### src/rtl/reg_file_banked_pkg.sv
// -----------------------------------------------------------------------------
// reg_file_pkg
//   Shared defaults, derived widths, pair index helpers and the per-edge
//   operation encoding for the banked register file.
// -----------------------------------------------------------------------------
package reg_file_pkg;

    localparam int DEF_DATA_W    = 8;
    localparam int DEF_NUM_REGS  = 16;
    localparam int DEF_NUM_BANKS = 2;

    localparam int DEF_RSEL_W = $clog2(DEF_NUM_REGS);
    localparam int DEF_PSEL_W = DEF_RSEL_W - 1;
    localparam int DEF_BANK_W = (DEF_NUM_BANKS > 1) ? $clog2(DEF_NUM_BANKS) : 1;

    // One operation is executed per edge on the active bank.
    typedef enum logic [1:0] {
        OP_NOP = 2'd0,
        OP_WR  = 2'd1,
        OP_INC = 2'd2,
        OP_DEC = 2'd3
    } op_e;

    // Low register of pair p.
    function automatic int pair_lo_idx(input int p);
        return p + p;
    endfunction

    // High register of pair p.
    function automatic int pair_hi_idx(input int p);
        return p + p + 32'sd1;
    endfunction

endpackage

### src/rtl/reg_file_banked_if.sv
// -----------------------------------------------------------------------------
// reg_file_banked_if
//   Access bus of the banked register file.
//   master: drives selects, write data and operation strobes; samples reads.
//   slave : the register file itself.
//   Signals: in_sel, out_b_sel, pair_sel, din, write_en, inc, dec, bank_swap
//            (master -> slave); out_a, out_b, out_c, pair_out, pair_wrap, bank
//            (slave -> master).
// -----------------------------------------------------------------------------
interface reg_file_banked_if
    import reg_file_pkg::*;
#(
    parameter int DATA_W    = DEF_DATA_W,
    parameter int NUM_REGS  = DEF_NUM_REGS,
    parameter int NUM_BANKS = DEF_NUM_BANKS
);
    localparam int RSEL_W = $clog2(NUM_REGS);
    localparam int PSEL_W = RSEL_W - 1;
    localparam int BANK_W = (NUM_BANKS > 1) ? $clog2(NUM_BANKS) : 1;

    logic [RSEL_W-1:0]   in_sel;
    logic [RSEL_W-1:0]   out_b_sel;
    logic [PSEL_W-1:0]   pair_sel;
    logic [DATA_W-1:0]   din;
    logic                write_en;
    logic                inc;
    logic                dec;
    logic                bank_swap;
    logic [DATA_W-1:0]   out_a;
    logic [DATA_W-1:0]   out_b;
    logic [DATA_W-1:0]   out_c;
    logic [2*DATA_W-1:0] pair_out;
    logic                pair_wrap;
    logic [BANK_W-1:0]   bank;

    modport master (
        output in_sel, out_b_sel, pair_sel, din, write_en, inc, dec, bank_swap,
        input  out_a, out_b, out_c, pair_out, pair_wrap, bank
    );

    modport slave (
        input  in_sel, out_b_sel, pair_sel, din, write_en, inc, dec, bank_swap,
        output out_a, out_b, out_c, pair_out, pair_wrap, bank
    );

endinterface

### src/rtl/reg_file_banked_pair_incdec.sv
// -----------------------------------------------------------------------------
// pair_incdec
//   Full-width +1 / -1 on a register pair, with wrap detection.
//   Ports: value (in), dec (in, 1 = decrement, 0 = increment),
//          result (out), wrap (out, inc of all-ones or dec of zero).
// -----------------------------------------------------------------------------
module pair_incdec #(
    parameter int W = 16
) (
    input  logic [W-1:0] value,
    input  logic         dec,
    output logic [W-1:0] result,
    output logic         wrap
);

    // Carry runs across the whole pair, so the high byte sees the low byte's carry.
    always_comb begin
        result = value;
        wrap   = 1'b0;
        if (dec) begin
            result = value - W'(1);
            wrap   = (value == {W{1'b0}});
        end else begin
            result = value + W'(1);
            wrap   = (value == {W{1'b1}});
        end
    end

endmodule

### src/rtl/reg_file_banked.sv
// -----------------------------------------------------------------------------
// reg_file_banked
//   Banked CPU register file with pair increment/decrement and shadow banks.
//   Ports: clk, rst (async, active-high), bus (reg_file_banked_if.slave):
//     in_sel/out_b_sel/pair_sel select, din/write_en write, inc/dec pair ops,
//     bank_swap advances the active bank; out_a/out_b/out_c/pair_out are
//     combinational reads of the active bank, pair_wrap and bank are registered.
// -----------------------------------------------------------------------------
module reg_file_banked
    import reg_file_pkg::*;
#(
    parameter int DATA_W    = DEF_DATA_W,
    parameter int NUM_REGS  = DEF_NUM_REGS,
    parameter int NUM_BANKS = DEF_NUM_BANKS
) (
    input  logic             clk,
    input  logic             rst,
    reg_file_banked_if.slave bus
);

    localparam int RSEL_W = $clog2(NUM_REGS);
    localparam int BANK_W = (NUM_BANKS > 1) ? $clog2(NUM_BANKS) : 1;
    localparam int PAIR_W = 2 * DATA_W;

    logic [DATA_W-1:0] regs_r [NUM_BANKS][NUM_REGS];
    logic [BANK_W-1:0] bank_r;
    logic              pair_wrap_r;

    op_e               op_s;
    logic [RSEL_W-1:0] lo_idx_s;
    logic [RSEL_W-1:0] hi_idx_s;
    logic [RSEL_W-1:0] out_c_idx_s;
    logic [PAIR_W-1:0] pair_val_s;
    logic [PAIR_W-1:0] incdec_res_s;
    logic              incdec_wrap_s;
    logic              is_dec_s;

    // Decode the strobes into the single operation executed this edge.
    always_comb begin
        op_s = OP_NOP;
        if (bus.write_en) begin
            op_s = OP_WR;
        end else if (bus.inc && !bus.dec) begin
            op_s = OP_INC;
        end else if (bus.dec && !bus.inc) begin
            op_s = OP_DEC;
        end else begin
            op_s = OP_NOP;
        end
    end

    assign lo_idx_s    = RSEL_W'(pair_lo_idx(int'(bus.pair_sel)));
    assign hi_idx_s    = RSEL_W'(pair_hi_idx(int'(bus.pair_sel)));
    assign out_c_idx_s = bus.out_b_sel + RSEL_W'(1);
    assign pair_val_s  = {regs_r[bank_r][hi_idx_s], regs_r[bank_r][lo_idx_s]};
    assign is_dec_s    = (op_s == OP_DEC);

    pair_incdec #(
        .W (PAIR_W)
    ) u_pair_incdec (
        .value  (pair_val_s),
        .dec    (is_dec_s),
        .result (incdec_res_s),
        .wrap   (incdec_wrap_s)
    );

    // Register storage; all updates land in the bank active before any swap.
    always_ff @(posedge clk or posedge rst) begin
        if (rst) begin
            for (int b = 0; b < NUM_BANKS; b++) begin
                for (int r = 0; r < NUM_REGS; r++) begin
                    regs_r[b][r] <= '0;
                end
            end
        end else begin
            case (op_s)
                OP_WR: begin
                    regs_r[bank_r][bus.in_sel] <= bus.din;
                end
                OP_INC, OP_DEC: begin
                    regs_r[bank_r][hi_idx_s] <= incdec_res_s[PAIR_W-1:DATA_W];
                    regs_r[bank_r][lo_idx_s] <= incdec_res_s[DATA_W-1:0];
                end
                default: begin
                end
            endcase
        end
    end

    // Active bank counter; a single-bank build never leaves bank 0.
    always_ff @(posedge clk or posedge rst) begin
        if (rst) begin
            bank_r <= '0;
        end else if (bus.bank_swap && (NUM_BANKS > 1)) begin
            bank_r <= bank_r + BANK_W'(1);
        end else begin
            bank_r <= bank_r;
        end
    end

    // Wrap flag is rewritten every edge so it stays high for one cycle only.
    always_ff @(posedge clk or posedge rst) begin
        if (rst) begin
            pair_wrap_r <= 1'b0;
        end else begin
            pair_wrap_r <= ((op_s == OP_INC) || (op_s == OP_DEC)) && incdec_wrap_s;
        end
    end

    assign bus.out_a     = regs_r[bank_r][bus.in_sel];
    assign bus.out_b     = regs_r[bank_r][bus.out_b_sel];
    assign bus.out_c     = regs_r[bank_r][out_c_idx_s];
    assign bus.pair_out  = pair_val_s;
    assign bus.pair_wrap = pair_wrap_r;
    assign bus.bank      = bank_r;

endmodule

### src/flat_wrapper.sv
// flat-port wrapper written by rule: the top's interface ports become plain ports
module reg_file_banked_flat import reg_file_pkg::*;
#(
    parameter int DATA_W    = DEF_DATA_W,
    parameter int NUM_REGS  = DEF_NUM_REGS,
    parameter int NUM_BANKS = DEF_NUM_BANKS
)
  (clk, rst, bus_in_sel, bus_out_b_sel, bus_pair_sel, bus_din, bus_write_en, bus_inc, bus_dec, bus_bank_swap, bus_out_a, bus_out_b, bus_out_c, bus_pair_out, bus_pair_wrap, bus_bank);
  reg_file_banked_if #(.DATA_W(DATA_W), .NUM_REGS(NUM_REGS), .NUM_BANKS(NUM_BANKS)) bus_i ();
  input  logic clk;
  input  logic rst;
  input wire logic [$bits(bus_i.in_sel)-1:0] bus_in_sel;
  input wire logic [$bits(bus_i.out_b_sel)-1:0] bus_out_b_sel;
  input wire logic [$bits(bus_i.pair_sel)-1:0] bus_pair_sel;
  input wire logic [$bits(bus_i.din)-1:0] bus_din;
  input wire logic [$bits(bus_i.write_en)-1:0] bus_write_en;
  input wire logic [$bits(bus_i.inc)-1:0] bus_inc;
  input wire logic [$bits(bus_i.dec)-1:0] bus_dec;
  input wire logic [$bits(bus_i.bank_swap)-1:0] bus_bank_swap;
  output wire logic [$bits(bus_i.out_a)-1:0] bus_out_a;
  output wire logic [$bits(bus_i.out_b)-1:0] bus_out_b;
  output wire logic [$bits(bus_i.out_c)-1:0] bus_out_c;
  output wire logic [$bits(bus_i.pair_out)-1:0] bus_pair_out;
  output wire logic [$bits(bus_i.pair_wrap)-1:0] bus_pair_wrap;
  output wire logic [$bits(bus_i.bank)-1:0] bus_bank;
  assign bus_i.in_sel = bus_in_sel;
  assign bus_i.out_b_sel = bus_out_b_sel;
  assign bus_i.pair_sel = bus_pair_sel;
  assign bus_i.din = bus_din;
  assign bus_i.write_en = bus_write_en;
  assign bus_i.inc = bus_inc;
  assign bus_i.dec = bus_dec;
  assign bus_i.bank_swap = bus_bank_swap;
  assign bus_out_a = bus_i.out_a;
  assign bus_out_b = bus_i.out_b;
  assign bus_out_c = bus_i.out_c;
  assign bus_pair_out = bus_i.pair_out;
  assign bus_pair_wrap = bus_i.pair_wrap;
  assign bus_bank = bus_i.bank;
  reg_file_banked #(.DATA_W(DATA_W), .NUM_REGS(NUM_REGS), .NUM_BANKS(NUM_BANKS)) u_core (.clk(clk), .rst(rst), .bus(bus_i));
endmodule
### config.mk
export PLATFORM = sky130hd
export DESIGN_NAME = reg_file_banked_flat
export DESIGN_NICKNAME = d
export VERILOG_FILES = /design/src/rtl/reg_file_banked_pkg.sv /design/src/rtl/reg_file_banked_if.sv /design/src/rtl/reg_file_banked_pair_incdec.sv /design/src/rtl/reg_file_banked.sv /design/src/flat_wrapper.sv
export SDC_FILE = /design/constraint.sdc
export NUM_CORES = 1
export LEC_CHECK = 0
export CAP_MARGIN = 20
export CORE_MARGIN = 1.5
export CORE_UTILIZATION = 54
export DETAILED_ROUTE_END_ITERATION = 10
export PLACE_DENSITY_LB_ADDON = 0.1
export RECOVER_POWER = 25
export SLEW_MARGIN = 0
export SYNTH_ARGS = -nofsm -noshare
export SYNTH_HDL_FRONTEND = slang
export SYNTH_SLANG_ARGS = --single-unit
### constraint.sdc
create_clock -name clk -period 9.1 [get_ports clk]
set_input_delay 1.82 -clock clk [delete_from_list [all_inputs] [get_ports clk]]
set_output_delay 1.82 -clock clk [all_outputs]
set_load 0.01 [all_outputs]
* Word-level counts from Yosys, hierarchy flattened
Index checks and enable logic that the tools add are counted.
** Cells by class
- Mux-type cells :: 39
- $add $sub $neg :: 6
- Magnitude comparators :: 10
- Equal/unequal tests :: 4
- Reductions and logical operators :: 13
- Bitwise logic cells :: 6
** Operators by type and width (count)
- bitwise mux 256 bit :: 3
- two-way mux 128 bit :: 6
- one-hot mux 256 bit (2 select lines) :: 1
- demux 128 bit (select 1 bit) :: 3
- binary-select mux 8 bit (select 4 bit) :: 5
- two-way mux 8 bit :: 13
- demux 8 bit (select 4 bit) :: 3
- greater-or-equal comparator 5 bit (second input constant) :: 5
- NOT 4 -> 5 bit :: 5
- adder 16 x 1 -> 16 bit (second input constant) :: 1
- == test 16 bit (second input constant) :: 1
- logical NOT 16 bit :: 1
- two-way mux 16 bit :: 1
- subtractor 16 x 1 -> 16 bit (second input constant) :: 1
- < comparator 5 x 1 -> 1 bit (second input constant) :: 3
- logical AND 1 bit :: 7
- two-way mux 2 bit :: 3
- adder 3 x 3 -> 4 bit :: 1
- adder 4 x 1 -> 4 bit (second input constant) :: 1
- adder 4 x 2 -> 4 bit (second input constant) :: 1
- == test 2 bit (second input constant) :: 2
- == test 2 x 1 -> 1 bit (second input constant) :: 1
- greater-or-equal comparator 2 bit (second input constant) :: 1
- logical NOT 1 bit :: 2
- other kinds (7) :: 7
** Storage, ports and cells
- Bits in registers :: 258
- Output and inout bits :: 42
- Word-level logic and storage cells :: 112
- Bits of input ports :: 25

* Logic depth before layout (Yosys ltp)
- Depth in word-level cells :: 12
- Gate-level depth with buffers :: 21
- Mapped depth without buffers :: 15

* By module
A second synthesis with hierarchy kept.
** Second synthesis, totals
- Cell total of the unflattened synthesis :: 2094
- Area total of the unflattened synthesis :: 19217.2 um2
** Modules (own cells, without submodules)
- reg_file_banked :: times used 1, sequential area each 6456.2 um2, area an instance 18432.7 um2, cells an instance 1990
- pair_incdec :: times used 1, sequential area each 0.0 um2, area an instance 784.5 um2, cells an instance 104

* Worst setup path before layout
OpenSTA, ideal clock, no wires.
- Path type :: input to output
- Start point :: in bus_out_b_sel[0]
- End point :: out bus_out_c[3]
- Stages on the path :: 5
- Path buffers :: 1
- Data required time :: 7280 ps
- Data arrival time :: 3985 ps
- Setup slack :: 3295 ps
- Cells stage by stage :: ha_1 -> xnor2_1 -> clkbuf_1 -> mux4_2 -> mux4_2
** On the way
- Cells in the longest elaborated chain, start to end :: 5
** Ends and longest elaborated chain
- start: declaration :: line flat_wrapper.sv:13 : input wire logic [$bits(bus_i.out_b_sel)-1:0] bus_out_b_sel;
- adder 4 x 1 -> 4 bit :: line reg_file_banked.sv:54 : assign out_c_idx_s = bus.out_b_sel + RSEL_W'(1);
- NOT 4 -> 5 bit (not written as such) :: line reg_file_banked.sv:112 : assign bus.out_c = regs_r[bank_r][out_c_idx_s];
- binary-select mux 8 bit (select 4 bit) :: line reg_file_banked.sv:112
- two-way mux 8 bit (not written as such) (2 in a row) :: line reg_file_banked.sv:112
- end: declaration :: line flat_wrapper.sv:22 : output wire logic [$bits(bus_i.out_c)-1:0] bus_out_c;
No other way between the ends. The select of a mux whose other input is x is not followed.

* Worst setup path in the final report
- Start point :: in bus_in_sel[0]
- End point :: out bus_out_a[1]
** On the way
- Cells in the longest elaborated chain, start to end :: 4
** Ends and longest elaborated chain
- start: declaration :: line flat_wrapper.sv:12 : input wire logic [$bits(bus_i.in_sel)-1:0] bus_in_sel;
- NOT 4 -> 5 bit (not written as such) :: line reg_file_banked.sv:110 : assign bus.out_a = regs_r[bank_r][bus.in_sel];
- binary-select mux 8 bit (select 4 bit) :: line reg_file_banked.sv:110
- two-way mux 8 bit (not written as such) (2 in a row) :: line reg_file_banked.sv:110
- end: declaration :: line flat_wrapper.sv:20 : output wire logic [$bits(bus_i.out_a)-1:0] bus_out_a;
No other way between the ends. The select of a mux whose other input is x is not followed.

==> summary.md <==
For the arrival time of the worst setup path, the log shows 5050 ps. Buffers placed on the I/O ports in this run total 66. The flip-flop cell with the highest count after synthesis is dfrtp_1. Following the worst setup path forward leads to its endpoint at bus_out_a[1]. Once the floorplan was initialized, standard cells occupied 55.0% of the core.

a21oi_1 is the most common cell in the netlist. Summing every instance area after synthesis gives 0.0180 mm^2. Timing would allow up to 146 MHz.

For the number of global-route vias before repair, the log shows 16800. On the final layout, the worst clock skew is 25.5 ps. In the routed design, unresolved DRC markers number 0.

The clock latency of the later-clocked register in the worst-skew pair was 580 ps. In this run the critical register-to-register path is captured at u_core.regs_r[85]. The transition at the pin with the smallest max-transition slack was 5000 ps. Counting flops with an async set or reset pin after synthesis yields a share of 100%.

The area overhead of the layout relative to synthesis is 10.4%, and the minimum setup slack among reg-to-reg paths is 2870 ps. In this run, the number of DRC markers left after iteration 0 of detailed routing was 2586. The post-synthesis net count was 2047. The tools report the cts-stage hold buffer count as 0.

Dividing the detail-routed via count by the number of cells gives 7.34. The tools report the total half-perimeter wirelength after legalization and detailed placement as 57.3 mm. Setup repair after global routing left no endpoint under its margin.

The clock passes through at most 3 buffers. Measured along the x axis, the die boundary spans 185 um. The count of maximum capacitance violations came out at 1. The slowest stage of the critical path is the nor3_1 cell. Among cell families on the critical path, the largest total delay comes from buffers and inverters. Counting cells, the worst reg-to-reg path comes to 12.

Summing the areas of all compound-gate instances in the mapped netlist gives 21.9% of the synthesized area. In this run the post-CTS setup repair buffer count came out at 0. The die covers 0.0343 mm^2.

Yosys printed 0 warnings. Global routing used 47.3% of the available tracks. Clock root buffer: clkbuf_16. Counting flops with a built-in enable in the synthesized netlist gives 0.

Multiplexer cells account for 21.4% of the synthesized area. The min-delay analysis places its worst path in the category register to register. The number of clock buffers added by TritonCTS is 28. The remaining global-route overflow is 0. The worst setup path is launched from an input port.

The floorplan has 66 rows. The startpoint of the most critical setup path is bus_in_sel[0]. The critical path capture point type was an output port.

The CTS clock-pin slew for the worst setup and hold paths was 60 ps. The chip height came out at 185 um. The critical path is of the input port to output port type. IR analysis of the VDD net gives a maximum drop of 286 uV. The fraction of layout cells with a size suffix above 1 is 15.8%, and the total I/O pin count is 67. The run gives 0 as the number of antenna violations at the first check in global routing. By count the netlist is led by a21oi_1 (309), dfrtp_1 (258), nand2_1 (209). Number of distinct standard cells referenced by the synthesized netlist: 64. The sequential-to-total area share from yosys stat is 36.0%, and the total buffers and inverters traversed by the critical path is 3.

For this run, the share of the core covered by cells in the final layout is 60.8%. In this run the worst path has a maximum fanout of 21. The largest total area in the synthesized netlist belongs to dfrtp_1. The average cell area after synthesis is 8.95 um^2.

Main combinational cell family by area after synthesis: compound AO/OA/AOI/OAI gates. Power comes to 7620 uW. TritonCTS built the clock tree. Clock net sink count: 258. The number of slew-limit violations in the final report is 107. The shortest clock period the worst path allows after layout works out to 6870 ps. Routability congestion estimate: 1.12. The worst pin sits at a relative slew slack of -235%.

The signal on the critical path passes through clkdlybuf4s50_1 -> buf_4 -> nand2b_1 -> nor3_1 -> a22oi_1 -> nand2_1 -> a221oi_1 -> o2111ai_1 -> clkdlybuf4s50_1. The critical path runs through a total of 9 cells. The checks that failed: max-capacitance violations, max-slew violations. The post-synthesis share of cell area spent on xor and xnor gates works out to 0.878%. After the last flow step, the layout net total stands at 2022. The wire length of the first global-routing pass is 116 mm. The floorplan step defined a core boundary enclosing 0.0326 mm^2. For this design the static power due to leakage is 0.00804 uW.

The flow ran to the end, but the final reports show violations. The largest single stage delay on the critical path is 780 ps. Counting stages on the worst path, the most repeated cell is clkdlybuf4s50_1. Post-CTS repair changed the size of 0 cells. Number of storage elements in the synthesis netlist: 258. The worst reg2reg path startpoint is u_core.bus.bank. 0 antenna diodes ended up in the layout. The adder-cell share of the synthesized area is 1.23%. The routed layout has 17900 vias. The tools report the H-tree level count as 1. The final number of hold-violating endpoints was 0. The number of setup violations in the final report is 0, and the power per standard cell area is 385 mW/mm^2. Summed over all failing endpoints, the final setup total negative slack is 0 ps. The simple-gate portion of the synthesized area was 13.4%; the count of TritonRoute iterations in the first routing pass was 8. Once detail routing completed, the nets flagged for antenna violations numbered 0.

The largest net degree at the start of global routing came out at 154. The endpoint required time on the critical path was 7280 ps. In the final routed layout, each cell accounts on average for 33.1 um. After synthesis, the cell types taking the most area are dfrtp_1 (36%), mux4_2 (11%), a21oi_1 (8.6%).

Of the post-synthesis cell area, the dominant cell type holds 36.0%. Synthesis produced 2005 cells. The period utilization is 75.5%. Routed wire length: 80.9 mm.

The run gives 2850 as the number of fill cells.
final cells by class:
type	instances	area (um^2)	area share, %
multi-input combinational	1537	10600	53.6
sequential	258	6460	32.6
timing repair buffer	128	1150	5.81
clock buffer	44	862	4.35
tap	442	553	2.79
inverter	27	103	0.518
clock inverter	7	70.1	0.353
cells in the final DEF (no fill, tap or decap), types with 18 or more instances in the layout:
cell type and count:
inv_1 24, a22oi_1 44, mux2i_1 74, nand2_1 209
mux4_2 86, o21ai_0 193, buf_4 58, o22ai_1 43
dfrtp_1 257, mux2_2 97, and3_1 20, clkdlybuf4s50_1 61
clkbuf_16 29, nand3_1 44, and2_1 18, a21oi_1 309
nor3_1 23, nor2_1 175
routing by layer:
layer | GRT usage (%) | vias up | share of wire, %
met5 | 1.04 | - | 0.064
met4 | 28.8 | 3 | 7.4
met3 | 14.9 | 381 | 14
met2 | 67.1 | 1495 | 41
met1 | 62.8 | 8692 | 37
li1 | - | 7351 | -
state kept, by name, indices dropped and copies added, names as in the netlist:
signal,cells
u_core.regs_r,256
u_core.bus.bank,1
u_core.bus.pair_wrap,1
worst min path at each step:
stage                                   from                  to  slack [ps]  depth (start not counted)
final                     u_core.regs_r[255]  u_core.regs_r[255]         470                          2
after global routing      u_core.regs_r[176]  u_core.regs_r[176]         490                          2
after CTS                 u_core.regs_r[255]  u_core.regs_r[255]         480                          2
after detailed placement  u_core.regs_r[251]  u_core.regs_r[251]         470                          2
after global placement     u_core.regs_r[99]   u_core.regs_r[99]         460                          2
after floorplan           u_core.regs_r[100]  u_core.regs_r[100]         440                          2
logic make-up after synthesis:
family,after synthesis
adders and majority gates,17
AOI/OAI and AO/OA,692
buffers and inverters,210
and+or+nand+nor,549
xor gates and xnor gates,18
muxes,261
DFF,258
where the power goes:
group	total, uW	switching (uW)	internal (uW)	leakage [uW]
logic	4380	2780	1590	0.00437
clock network	1170	494	675	0.000458
registers	2080	397	1680	0.00321
metrics by stage:
step	cells	cell area, um^2	setup slack, ps	hold WS [ps]
final	2443	19800	2230	473
after global routing	2443	19800	2140	492
after CTS	2435	19800	2130	480
after detailed placement	2384	18800	2060	466
after global placement	2384	18800	2120	457
after floorplan	2005	18000	182	444
tightest hold or removal path, delay by kind of cell, from the launching register on:
| family | cells | cell delay [ps] |
|---|---|---|
| AO/OA/AOI/OAI | 1 | 60 |
| flip-flops | 1 | 340 |
| AND/OR/NAND/NOR | 1 | 40 |
Note: power is estimated with default switching activity, not from simulation.
